<file path="src/rtl/lcu_seq_adder_ctrl_pkg.sv">
// Shared definitions for the nibble-serial add/subtract sequencer.
package lcu_seq_adder_ctrl_pkg;

   typedef enum logic [1:0] {
      IDLE = 2'b00,
      RUN  = 2'b01,
      DONE = 2'b10
   } state_t;

   localparam int unsigned DEF_WIDTH = 16;
   localparam int unsigned N         = DEF_WIDTH / 4;

   function automatic int unsigned nibble_count(input int unsigned width);
      return width / 4;
   endfunction

endpackage

</file>
<file path="src/rtl/lcu_seq_adder_ctrl_if.sv">
// Request/result bundle between a requesting unit (master) and the sequencer (slave).
interface lcu_seq_adder_ctrl_if #(
   parameter int unsigned WIDTH = 16
);
   logic             start;
   logic             sub;
   logic             cin;
   logic [WIDTH-1:0] a;
   logic [WIDTH-1:0] b;
   logic             ready;
   logic             busy;
   logic             done;
   logic [WIDTH-1:0] sum;
   logic             cout;
   logic             ovf;

   modport master (
      output start, sub, cin, a, b,
      input  ready, busy, done, sum, cout, ovf
   );

   modport slave (
      input  start, sub, cin, a, b,
      output ready, busy, done, sum, cout, ovf
   );
endinterface

</file>
<file path="src/rtl/lcu_seq_adder_ctrl_lcu.sv">
// Existing 4-bit carry-lookahead adder slice with group propagate/generate.
module four_bit_LCU_adder (
   input  logic [3:0] a,
   input  logic [3:0] b,
   input  logic       ci,
   output logic [3:0] sum,
   output logic       co,
   output logic       po,
   output logic       go
);
   logic [3:0] p;
   logic [3:0] g;
   logic [4:0] c;

   always_comb begin
      p    = a ^ b;
      g    = a & b;
      c[0] = ci;
      c[1] = g[0] | (p[0] & c[0]);
      c[2] = g[1] | (p[1] & g[0]) | (p[1] & p[0] & c[0]);
      c[3] = g[2] | (p[2] & g[1]) | (p[2] & p[1] & g[0]) | (p[2] & p[1] & p[0] & c[0]);
      c[4] = g[3] | (p[3] & g[2]) | (p[3] & p[2] & g[1]) | (p[3] & p[2] & p[1] & g[0])
           | (p[3] & p[2] & p[1] & p[0] & c[0]);
      sum  = p ^ c[3:0];
      co   = c[4];
      po   = &p;
      go   = g[3] | (p[3] & g[2]) | (p[3] & p[2] & g[1]) | (p[3] & p[2] & p[1] & g[0]);
   end
endmodule

</file>
<file path="src/rtl/lcu_seq_adder_ctrl.sv">
// Wide add/subtract computed LSB nibble first through one 4-bit lookahead slice.
module lcu_seq_adder_ctrl
   import lcu_seq_adder_ctrl_pkg::*;
#(
   parameter int unsigned WIDTH = 16
) (
   input  logic                clk,
   input  logic                rst_n,
   lcu_seq_adder_ctrl_if.slave bus
);
   localparam int unsigned     NIB      = nibble_count(WIDTH);
   localparam int unsigned     IDX_W    = (NIB > 1) ? $clog2(NIB) : 1;
   localparam logic [IDX_W-1:0] LAST_IDX = IDX_W'(NIB - 1);

   state_t           state;
   state_t           state_nxt;
   logic [WIDTH-1:0] a_reg;
   logic [WIDTH-1:0] b_reg;
   logic [WIDTH-1:0] sum_reg;
   logic [IDX_W-1:0] idx;
   logic             carry;
   logic             cout_reg;
   logic             ovf_reg;
   logic             accept;
   logic             last;
   logic [3:0]       nib_a;
   logic [3:0]       nib_b;
   logic [3:0]       nib_s;
   logic             nib_co;

   assign accept = (state == IDLE) && bus.start;
   assign last   = (state == RUN) && (idx == LAST_IDX);
   assign nib_a  = a_reg[4*idx +: 4];
   assign nib_b  = b_reg[4*idx +: 4];

   four_bit_LCU_adder u_slice (
      .a   (nib_a),
      .b   (nib_b),
      .ci  (carry),
      .sum (nib_s),
      .co  (nib_co),
      .po  (),
      .go  ()
   );

   always_ff @(posedge clk or negedge rst_n) begin
      if (!rst_n) state <= IDLE;
      else        state <= state_nxt;
   end

   always_comb begin
      state_nxt = state;
      case (state)
         IDLE:    if (bus.start) state_nxt = RUN;
         RUN:     if (last)      state_nxt = DONE;
         DONE:    state_nxt = IDLE;
         default: state_nxt = IDLE;
      endcase
   end

   always_comb begin
      bus.ready = (state == IDLE);
      bus.busy  = (state == RUN);
      bus.done  = (state == DONE);
   end

   // b is stored already inverted for subtract so the slice only ever adds.
   always_ff @(posedge clk or negedge rst_n) begin
      if (!rst_n) begin
         a_reg    <= '0;
         b_reg    <= '0;
         sum_reg  <= '0;
         idx      <= '0;
         carry    <= 1'b0;
         cout_reg <= 1'b0;
         ovf_reg  <= 1'b0;
      end else if (accept) begin
         a_reg <= bus.a;
         b_reg <= bus.sub ? ~bus.b : bus.b;
         carry <= bus.sub ? 1'b1 : bus.cin;
         idx   <= '0;
      end else if (state == RUN) begin
         sum_reg[4*idx +: 4] <= nib_s;
         carry               <= nib_co;
         if (last) begin
            idx      <= '0;
            cout_reg <= nib_co;
            ovf_reg  <= a_reg[WIDTH-1] ^ b_reg[WIDTH-1] ^ nib_s[3] ^ nib_co;
         end else begin
            idx <= idx + 1'b1;
         end
      end
   end

   assign bus.sum  = sum_reg;
   assign bus.cout = cout_reg;
   assign bus.ovf  = ovf_reg;
endmodule

</file>
<file path="src/flat_wrapper.sv">
// flat-port wrapper written by rule: the top's interface ports become plain ports
module lcu_seq_adder_ctrl_flat import lcu_seq_adder_ctrl_pkg::*;
#(
   parameter int unsigned WIDTH = 16
)
  (clk, rst_n, bus_start, bus_sub, bus_cin, bus_a, bus_b, bus_ready, bus_busy, bus_done, bus_sum, bus_cout, bus_ovf);
  lcu_seq_adder_ctrl_if #(.WIDTH(WIDTH)) bus_i ();
  input  logic clk;
  input  logic rst_n;
  input wire logic [$bits(bus_i.start)-1:0] bus_start;
  input wire logic [$bits(bus_i.sub)-1:0] bus_sub;
  input wire logic [$bits(bus_i.cin)-1:0] bus_cin;
  input wire logic [$bits(bus_i.a)-1:0] bus_a;
  input wire logic [$bits(bus_i.b)-1:0] bus_b;
  output wire logic [$bits(bus_i.ready)-1:0] bus_ready;
  output wire logic [$bits(bus_i.busy)-1:0] bus_busy;
  output wire logic [$bits(bus_i.done)-1:0] bus_done;
  output wire logic [$bits(bus_i.sum)-1:0] bus_sum;
  output wire logic [$bits(bus_i.cout)-1:0] bus_cout;
  output wire logic [$bits(bus_i.ovf)-1:0] bus_ovf;
  assign bus_i.start = bus_start;
  assign bus_i.sub = bus_sub;
  assign bus_i.cin = bus_cin;
  assign bus_i.a = bus_a;
  assign bus_i.b = bus_b;
  assign bus_ready = bus_i.ready;
  assign bus_busy = bus_i.busy;
  assign bus_done = bus_i.done;
  assign bus_sum = bus_i.sum;
  assign bus_cout = bus_i.cout;
  assign bus_ovf = bus_i.ovf;
  lcu_seq_adder_ctrl #(.WIDTH(WIDTH)) u_core (.clk(clk), .rst_n(rst_n), .bus(bus_i));
endmodule
</file>
<file path="config.mk">
export PLATFORM = sky130hd
export DESIGN_NAME = lcu_seq_adder_ctrl_flat
export DESIGN_NICKNAME = d
export VERILOG_FILES = /design/src/rtl/lcu_seq_adder_ctrl_pkg.sv /design/src/rtl/lcu_seq_adder_ctrl_if.sv /design/src/rtl/lcu_seq_adder_ctrl_lcu.sv /design/src/rtl/lcu_seq_adder_ctrl.sv /design/src/flat_wrapper.sv
export SDC_FILE = /design/constraint.sdc
export NUM_CORES = 1
export LEC_CHECK = 0
export ABC_CLOCK_PERIOD_IN_PS = 5900
export BUFFER_PORTS_ARGS = -buffer_cell sky130_fd_sc_hd__buf_4
export CAP_MARGIN = 20
export CORE_MARGIN = 5
export CORE_UTILIZATION = 59
export DETAILED_ROUTE_END_ITERATION = 8
export GPL_ROUTABILITY_DRIVEN = 0
export HOLD_SLACK_MARGIN = 0.02
export PLACE_DENSITY = 0.94
export SYNTH_ARGS = -nofsm -noshare
export SYNTH_HDL_FRONTEND = slang
export SYNTH_HIERARCHICAL = 1
export SYNTH_SLANG_ARGS = --single-unit
</file>
<file path="constraint.sdc">
create_clock -name clk -period 5.9 [get_ports clk]
set_clock_uncertainty 0.15 [all_clocks]
set_input_delay 0.295 -clock clk [delete_from_list [all_inputs] [get_ports clk]]
set_output_delay 0.295 -clock clk [all_outputs]
set_load 0.03 [all_outputs]
</file>
## After elaboration in Yosys (flattened, before gate mapping)

Cells that the tools add are included.

| word-level totals | value |
|---|---|
| bits in registers | 55 |
| input bits | 37 |
| word-level logic and storage cells | 71 |
| output and inout port bits | 21 |

| operators by class | value |
|---|---|
| add/sub/neg operators | 2 |
| bitwise operators | 34 |
| eq/ne operators | 5 |
| reductions and logical operators | 7 |
| multiplexer cells | 11 |
| shifts and indexed selects | 4 |

Operators with widths:

| operator | number |
|---|---|
| $neg A4 Y34 | 1 |
| $shift A4 B34 Y16 const A | 1 |
| $shiftx A4 B34 Y16 | 1 |
| $shiftx A16 B5 Y4 | 2 |
| $and A1 B1 Y1 | 16 |
| $bwmux W16 | 1 |
| $mux W16 | 1 |
| $not A16 Y16 | 1 |
| $mux W2 | 5 |
| $or A1 B1 Y1 | 10 |
| $xor A4 B4 Y4 | 2 |
| $and A4 B4 Y4 | 1 |
| $eq A2 B2 Y1 const B | 2 |
| $pmux W2 S2 | 1 |
| $reduce_and A2 Y1 | 2 |
| $mux W1 | 3 |
| $reduce_and A3 Y1 | 1 |
| $xor A1 B1 Y1 | 3 |
| $add A2 B1 Y2 const B | 1 |
| $eq A2 B1 Y1 const B | 1 |
| $logic_and A1 B1 Y1 | 2 |
| $logic_not A2 Y1 | 1 |
| $ne A2 B1 Y1 const B | 1 |
| $ne A2 B2 Y1 const B | 1 |
| 2 further kinds | 2 |

## Longest topological paths before layout

Gate-level depths: netlist of the first run.

| logic depth | value |
|---|---|
| word-level depth | 9 |
| depth in mapped cells | 9 |
| mapped depth without buffers | 8 |

## Hierarchy

Netlist of the first run, hierarchy kept.

Modules (own cells, without submodules):

| module | cells each | instances | seq. area each (um^2) | area an instance (um^2) |
|---|---|---|---|---|
| lcu_seq_adder_ctrl | 229 | 1 | 1,376.3 | 2,640.0 |
| four_bit_LCU_adder | 23 | 1 | 0.0 | 195.2 |

## Worst setup path after synthesis of the first run

Ideal clock, no wire load.

| timing | value |
|---|---|
| path type | register -> register |
| start | reg u_core.idx[0] |
| end | reg u_core.ovf_reg, in the netlist u_core/bus.ovf |
| data required time | 5,612 ps |
| path buffers | 1 |
| clock period less this slack | 2,832 ps |
| library setup time | 138 ps |
| stages on the path, launching flop included | 10 |
| setup slack | 3,068 ps |
| arrival time | 2,545 ps |
| cells stage by stage | dfrtp_1 buf_4 mux4_2 ha_1 a41oi_1 o21ai_2 xor2_1 xnor2_1 xnor2_1 o21ai_0 |

| between the ends | value |
|---|---|
| longest elaborated chain between the ends | 9 |
| elaborated cells between the ends (all ways) | 29 |
| classes of those cells | eq/ne (1); shift (2); bitwise (24); reduce/logical (2) |

Ends and longest elaborated chain:

| element | RTL line | RTL |
|---|---|---|
| start, declared | lcu_seq_adder_ctrl.sv:20 | `logic [IDX_W-1:0] idx;` |
| start signal, assigned | lcu_seq_adder_ctrl.sv:90 | `idx <= idx + 1'b1;` |
| $shiftx A16 B5 Y4 * | lcu_seq_adder_ctrl.sv:33 | `assign nib_a = a_reg[4*idx +: 4];` |
| named net u_core.nib_a[2] | lcu_seq_adder_ctrl.sv:26 | `logic [3:0] nib_a;` |
| $xor A4 B4 Y4 | lcu_seq_adder_ctrl_lcu.sv:16 | `p = a ^ b;` |
| $and A1 B1 Y1 | lcu_seq_adder_ctrl_lcu.sv:21 | `c[3] = g[2] \| (p[2] & g[1]) \| (p[2] & p[1] & g[0]) \| (p[2] & p[1] & p[0] & c[0]);` |
| $or A1 B1 Y1 or $and A1 B1 Y1 (tied branches) (2 in a row) | lcu_seq_adder_ctrl_lcu.sv:21 |  |
| $or A1 B1 Y1 * | lcu_seq_adder_ctrl_lcu.sv:21 |  |
| $xor A4 B4 Y4 * | lcu_seq_adder_ctrl_lcu.sv:24 | `sum = p ^ c[3:0];` |
| named net u_core.nib_s[3] | lcu_seq_adder_ctrl.sv:28 | `logic [3:0] nib_s;` |
| $xor A1 B1 Y1 * (2 in a row) | lcu_seq_adder_ctrl.sv:88 | `ovf_reg <= a_reg[WIDTH-1] ^ b_reg[WIDTH-1] ^ nib_s[3] ^ nib_co;` |
| end signal, assigned | lcu_seq_adder_ctrl.sv:88 |  |
| end, declared | lcu_seq_adder_ctrl.sv:23 | `logic ovf_reg;` |

The timed path passes the listed nets; every way through them passes the cells marked *.
A chain may end at the register's enable or synchronous reset.

## Worst setup path in the final report of the first run

Ends and elaborated chain as after synthesis.

==> results of run 1 <==
report_power, final:
| part | leakage (nW) | total [W] | switching [W] | internal [W] |
|---|---|---|---|---|
| Combinational | 0.898 | 0.00116 | 0.000684 | 0.000480 |
| Clock | 0.0654 | 0.000285 | 0.000115 | 0.000169 |
| Sequential | 0.704 | 0.000690 | 0.000150 | 0.000540 |
through the flow:
stage / power [W] / util, %
finish: 0.00214 / 72.9
CTS: 0.00214 / 72.7
global route: 0.00228 / 72.9
floorplan: 0.00152 / -
detailed placement: 0.00183 / 69.2
global placement: 0.00173 / 68.6
per-layer routing:
metal,track usage [%],up-vias,share of wire (%)
met5,0,-,0
met4,7.04,0,1.8
met3,4.42,14,5.9
met2,35.2,85,52
met1,26.9,995,40
li1,-,966,-
critical path, delay by kind of cell (launching register included):
kind,cells,cell delay [ns]
adders and majority gates,1,0.37
muxes,1,0.62
DFF,1,0.85
AOI/OAI and AO/OA,3,0.66
xor gates and xnor gates,3,0.78
cells in the final DEF (no fill, tap or decap), drive strengths merged, types with 5 or more instances in the layout:
cell type / instances
a22o: 14
buf: 58
clkbuf: 6
dfrtp: 55
ha: 10
inv: 9
mux4: 8
nand2: 68
nand3b: 5
o21ai: 21
xnor2: 21
layout make-up:
| class | count | area (µm²) | area share [%] |
|---|---|---|---|
| inverter | 9 | 33.8 | 0.994 |
| tap | 54 | 67.6 | 1.99 |
| clock buffer | 6 | 72.6 | 2.14 |
| timing repair buffer | 62 | 495 | 14.6 |
| clock inverter | 2 | 60.1 | 1.77 |
| multi-input combinational | 173 | 1290 | 38.0 |
| sequential | 55 | 1380 | 40.5 |
what timing repair did:
| action | 4_1_cts | 5_1_grt |
|---|---|---|
| hold endpoints to repair | 57 | 1 |
| hold buffers | 3 | 1 |
| endpoints found under the setup margin | 0 | 0 |
path summary, 6_finish.rpt:
check | from | endpoint | slack [ns] | cells after the start
hold reg to reg | u_core/b_reg[6] | u_core/b_reg[6] | 0.34 | 2
setup / recovery | u_core/idx[0] | u_core/bus.ovf | 2.38 | 8
setup reg to reg | u_core/idx[0] | u_core/bus.ovf | 2.38 | 8
max in group asynchronous | rst_n | u_core/idx[0] | 4.74 | 2
hold / removal | bus_a[9] | u_core/a_reg[9] | 0.02 | 3
min in group asynchronous | rst_n | u_core/bus.sum[8] | 0.40 | 2
==> out/results.txt, run 1 <==
Crit path launch type: flop
Data arrival, critical path: 3.59 ns
Initial DRC count: 126
Cell Pwr Density: 630 nW/µm²
Nets: 354
Max Buffers Root-to-Sink: 2
DP Worst Slack: 2.52 ns
Fin crit period: 3.52 ns
Max Clk Rate: 284 MHz
P&R area growth vs syn: 20.9%
Slowest CP cell: dfrtp_1
Design Area, Final: 3400 µm²
Yosys warns: 6
Status: finished, final reports clean
Final setup viols: 0
Port Buffers: 57
First-pass GRT wire length: 10100 µm
Via density: 5.71
# fillers: 317
Syn_area_per_cell: 11.3 µm²
Most frequent CP cell: xnor2_1
Placed Cells: 349
CTS root buf: clkbuf_8
Ant diodes: 0
Clock Latency Late Sink: 0.31 ns
Pin count of the biggest net entering global routing: 56
Critical Path RT: 5.96 ns
Mapped Nets: 297
DRT Pass-1 Iters: 5
Die Span Y: 79.0 µm
Crit Path Max Fanout: 16
CTS Buf Count: 5
Ports: 58
Final-report max-slew violation count: 0
RSZ-0062 raised after global routing: false
Ratio of cells with drive above 1 in the final layout: 31.6%
Antenna violations before repair: 0
Crit-path cells: mux4_2, ha_1, a41oi_1, o21ai_2, xor2_1, xnor2_1, xnor2_1, o21ai_0
Critical Path End Type: flop
Non-Filler Instances: 361
Placed Instance Area: 3220 µm²
Final TNS setup: 0 ns
Max_slew headroom: 32.9%
Final Hold Fails: 0
Clock tree sinks: 55
Initial Utilization: 60.3%
Mapped Area: 2810 µm²
Fin worst setup slack: 2.38 ns
H-Tree Depth: 2
Chip Width: 79.0 µm
Clk slew on worst S/H paths: 0.09 ns
Wirelength per Cell: 16.8 µm
Type of the worst min-delay path: in -> reg
P_leak: 1.67 nW
Final ANT Viol Nets: 0
Placeable core area: 4660 µm²
CTS tree: done
Post-Syn Instances: 249
Vias in the first global route: 2083
Type of the worst setup path: reg -> reg
Worst hold slack: 0.0231 ns
Setup repair bufs after CTS: 0
CP peak stage delay: 0.85 ns
Fin crit share: 59.7%
Die area: 6240 µm²
Worst-margin pin slew: 1.00 ns
VDD IR-drop max: 0.287 mV
Cell Rows: 25
# DRC: 0
Congestion Overflow GR: 0
Max-capacitance violation count: 0
Vias: 2060
GRT Util Overall: 20.9%
Dpl hpwl: 4480 µm
PostCTS Resize Cnt: 0
Final WL: 6060 µm
(Power assumes the default switching activity.)
==> run 2: changes to the inputs <==
- ABC_CLOCK_PERIOD_IN_PS: 5900 -> 3100
- CORE_UTILIZATION: 59 -> 49
- PLACE_DENSITY: 0.94 -> 0.84
- clock period: 5.9 -> 3.1 ns (I/O delays scaled with it)
==> run 2 against run 1 <==
Effect of this change:
- maximum frequency is 24% higher
- register-to-register slack got worse by 2.1 ns
- worst setup slack worse by 2.1 ns
- first-iteration DRC count decreased by 25%
- global-route usage shrank 2.8 points
- die area grew 18%
- sequential cell count is the same
- combinational power up 97%
- largest cell class unchanged
- highest routed layer unchanged
==> out/results.txt, run 2 (same netlist as run 1, synthesis figures left out) <==
Placeable core area: 5540 µm²
Data arrival, critical path: 2.86 ns
Final TNS setup: 0 ns
Die area: 7350 µm²
Worst path top cell family by delay: flip-flops
Ant diodes: 0
Most common cell after layout, fill and taps aside: nand2_1
Ratio of cells with drive above 1 in the final layout: 29.2%
Seq pwr share: 32.3%
Final ANT Viol Nets: 0
Most frequent cells in the layout: nand2_1 (68), buf_4 (59), dfrtp_1 (55), dlygate4sd3_1 (34), xnor2_1 (21)
Type of the worst min-delay path: in -> reg
CTS root buf: clkbuf_8
Antenna violations before repair: 0
Chip Width: 85.7 µm
Critical Path RT: 3.12 ns
Vias in the first global route: 2261
CTS Buf Count: 5
Initial DRC count: 95
Pin count of the biggest net entering global routing: 56
Ports: 58
H-Tree Depth: 2
Crit path launch type: flop
Hold path start: bus_sub
Clock Power Share: 9.8%
Logic pwr share: 57.9%
CP peak stage delay: 0.63 ns
Die Span Y: 85.7 µm
Clock Latency Late Sink: 0.31 ns
Vias: 2147
Post-Route Utilization: 66.4%
DRT Pass-1 Iters: 4
Status: finished, final reports clean
Clk slew on worst S/H paths: 0.10 ns
Via density: 5.22
Fin crit period: 2.84 ns
Crit Path Max Fanout: 9
CTS tree: done
Nets: 386
Worst reg2reg startpoint: u_core/idx[0]
Worst-margin pin slew: 1.00 ns
RSZ-0062 raised after global routing: false
VDD IR-drop max: 0.519 mV
P_sw: 0.00178 W
P&R area growth vs syn: 30.9%
Wirelength per Cell: 15.3 µm
Fin crit share: 91.7%
Port Buffers: 57
Crit-path cells: mux4_2, ha_1, a41oi_1, o21ai_2, xor2_1, xnor2_1, xnor2_1, o21ai_0
Critical Path End Type: flop
Cell Pwr Density: 1080 nW/µm²
Final setup viols: 0
CP Buf/Inv Count: 0
Max Clk Rate: 352 MHz
Final WL: 6290 µm
Initial Utilization: 50.7%
PostCTS Resize Cnt: 0
Most frequent CP cell: xnor2_1
Congestion Overflow GR: 0
Type of the worst setup path: reg -> reg
GRT Util Overall: 18.1%
Max_slew headroom: 32.9%
Switching portion of total power: 45.0%
Internal power: 0.00218 W
Crit path launch: u_core/idx[0]
First-pass GRT wire length: 10600 µm
Max-capacitance violation count: 0
Cell Rows: 27
Max Buffers Root-to-Sink: 2
Dpl hpwl: 4350 µm
# DRC: 0
P_leak: 1.77 nW
Clock tree sinks: 55
Final Hold Fails: 0
Worst hold slack: 0.185 ns
Final-report max-slew violation count: 0
Slowest CP cell: dfrtp_1
run 2: worst paths after layout:
path	cells past startpoint	slack [ns]	to
worst max-delay path	8	0.26	u_core/bus.ovf
worst min-delay path	3	0.18	u_core/b_reg[13]
worst max register to register	8	0.26	u_core/bus.ovf
worst min register to register	2	0.34	u_core/a_reg[1]
max in group asynchronous	2	2.08	u_core/a_reg[11]
min in group asynchronous	2	0.27	u_core/bus.sum[0]
run 2: per-layer routing:
layer  track usage, %  share of wire, %  vias up
li1                 -                 -     1029
met1             21.4                40     1048
met2             33.8                54       62
met3             3.55               4.6        8
met4             4.17               1.2        0
met5                0                 0        -
run 2: timing repair:
action,in CTS,in global routing
endpoints found under the hold margin,88,0
setup endpoints to repair,0,0
hold buffers,34,0
buffers inserted,0,0
run 2: cell type report:
cell class                 count  area (µm²)
timing repair buffer          94         803
multi-input combinational    173        1290
tap                           72        90.1
sequential                    55        1380
fill                         440        1860
inverter                       9        33.8
clock buffer                   6        72.6
clock inverter                 2        12.5
run 2: through the flow:
step / total power [W] / instances / instance area (µm²) / worst slack (ns)
4_1_cts: 0.00397 / 411 / 3680 / 0.217
2_1_floorplan: 0.00289 / 249 / 2810 / 0.278
3_5_place_dp: 0.00354 / 369 / 3250 / 0.248
6_report: 0.00396 / 411 / 3680 / 0.259
3_3_place_gp: 0.00339 / 368 / 3230 / 0.356
5_1_grt: 0.00424 / 411 / 3680 / 0.0309
run 2: tightest hold or removal path, delay by kind of cell:
| kind | cells | cell delay [ns] |
|---|---|---|
| compound gates | 1 | 0.05 |
| buf+inv | 1 | 0.20 |
| xor+xnor | 1 | 0.21 |
run 2: power groups by stage:
stage                     registers [W]  clock network, W  logic [W]
final                           0.00128          0.000387    0.00229
after global routing            0.00133          0.000423    0.00248
after floorplan                 0.00134                 0    0.00155
after detailed placement        0.00130                 0    0.00224
after global placement          0.00128                 0    0.00211
after CTS                       0.00128          0.000393    0.00229
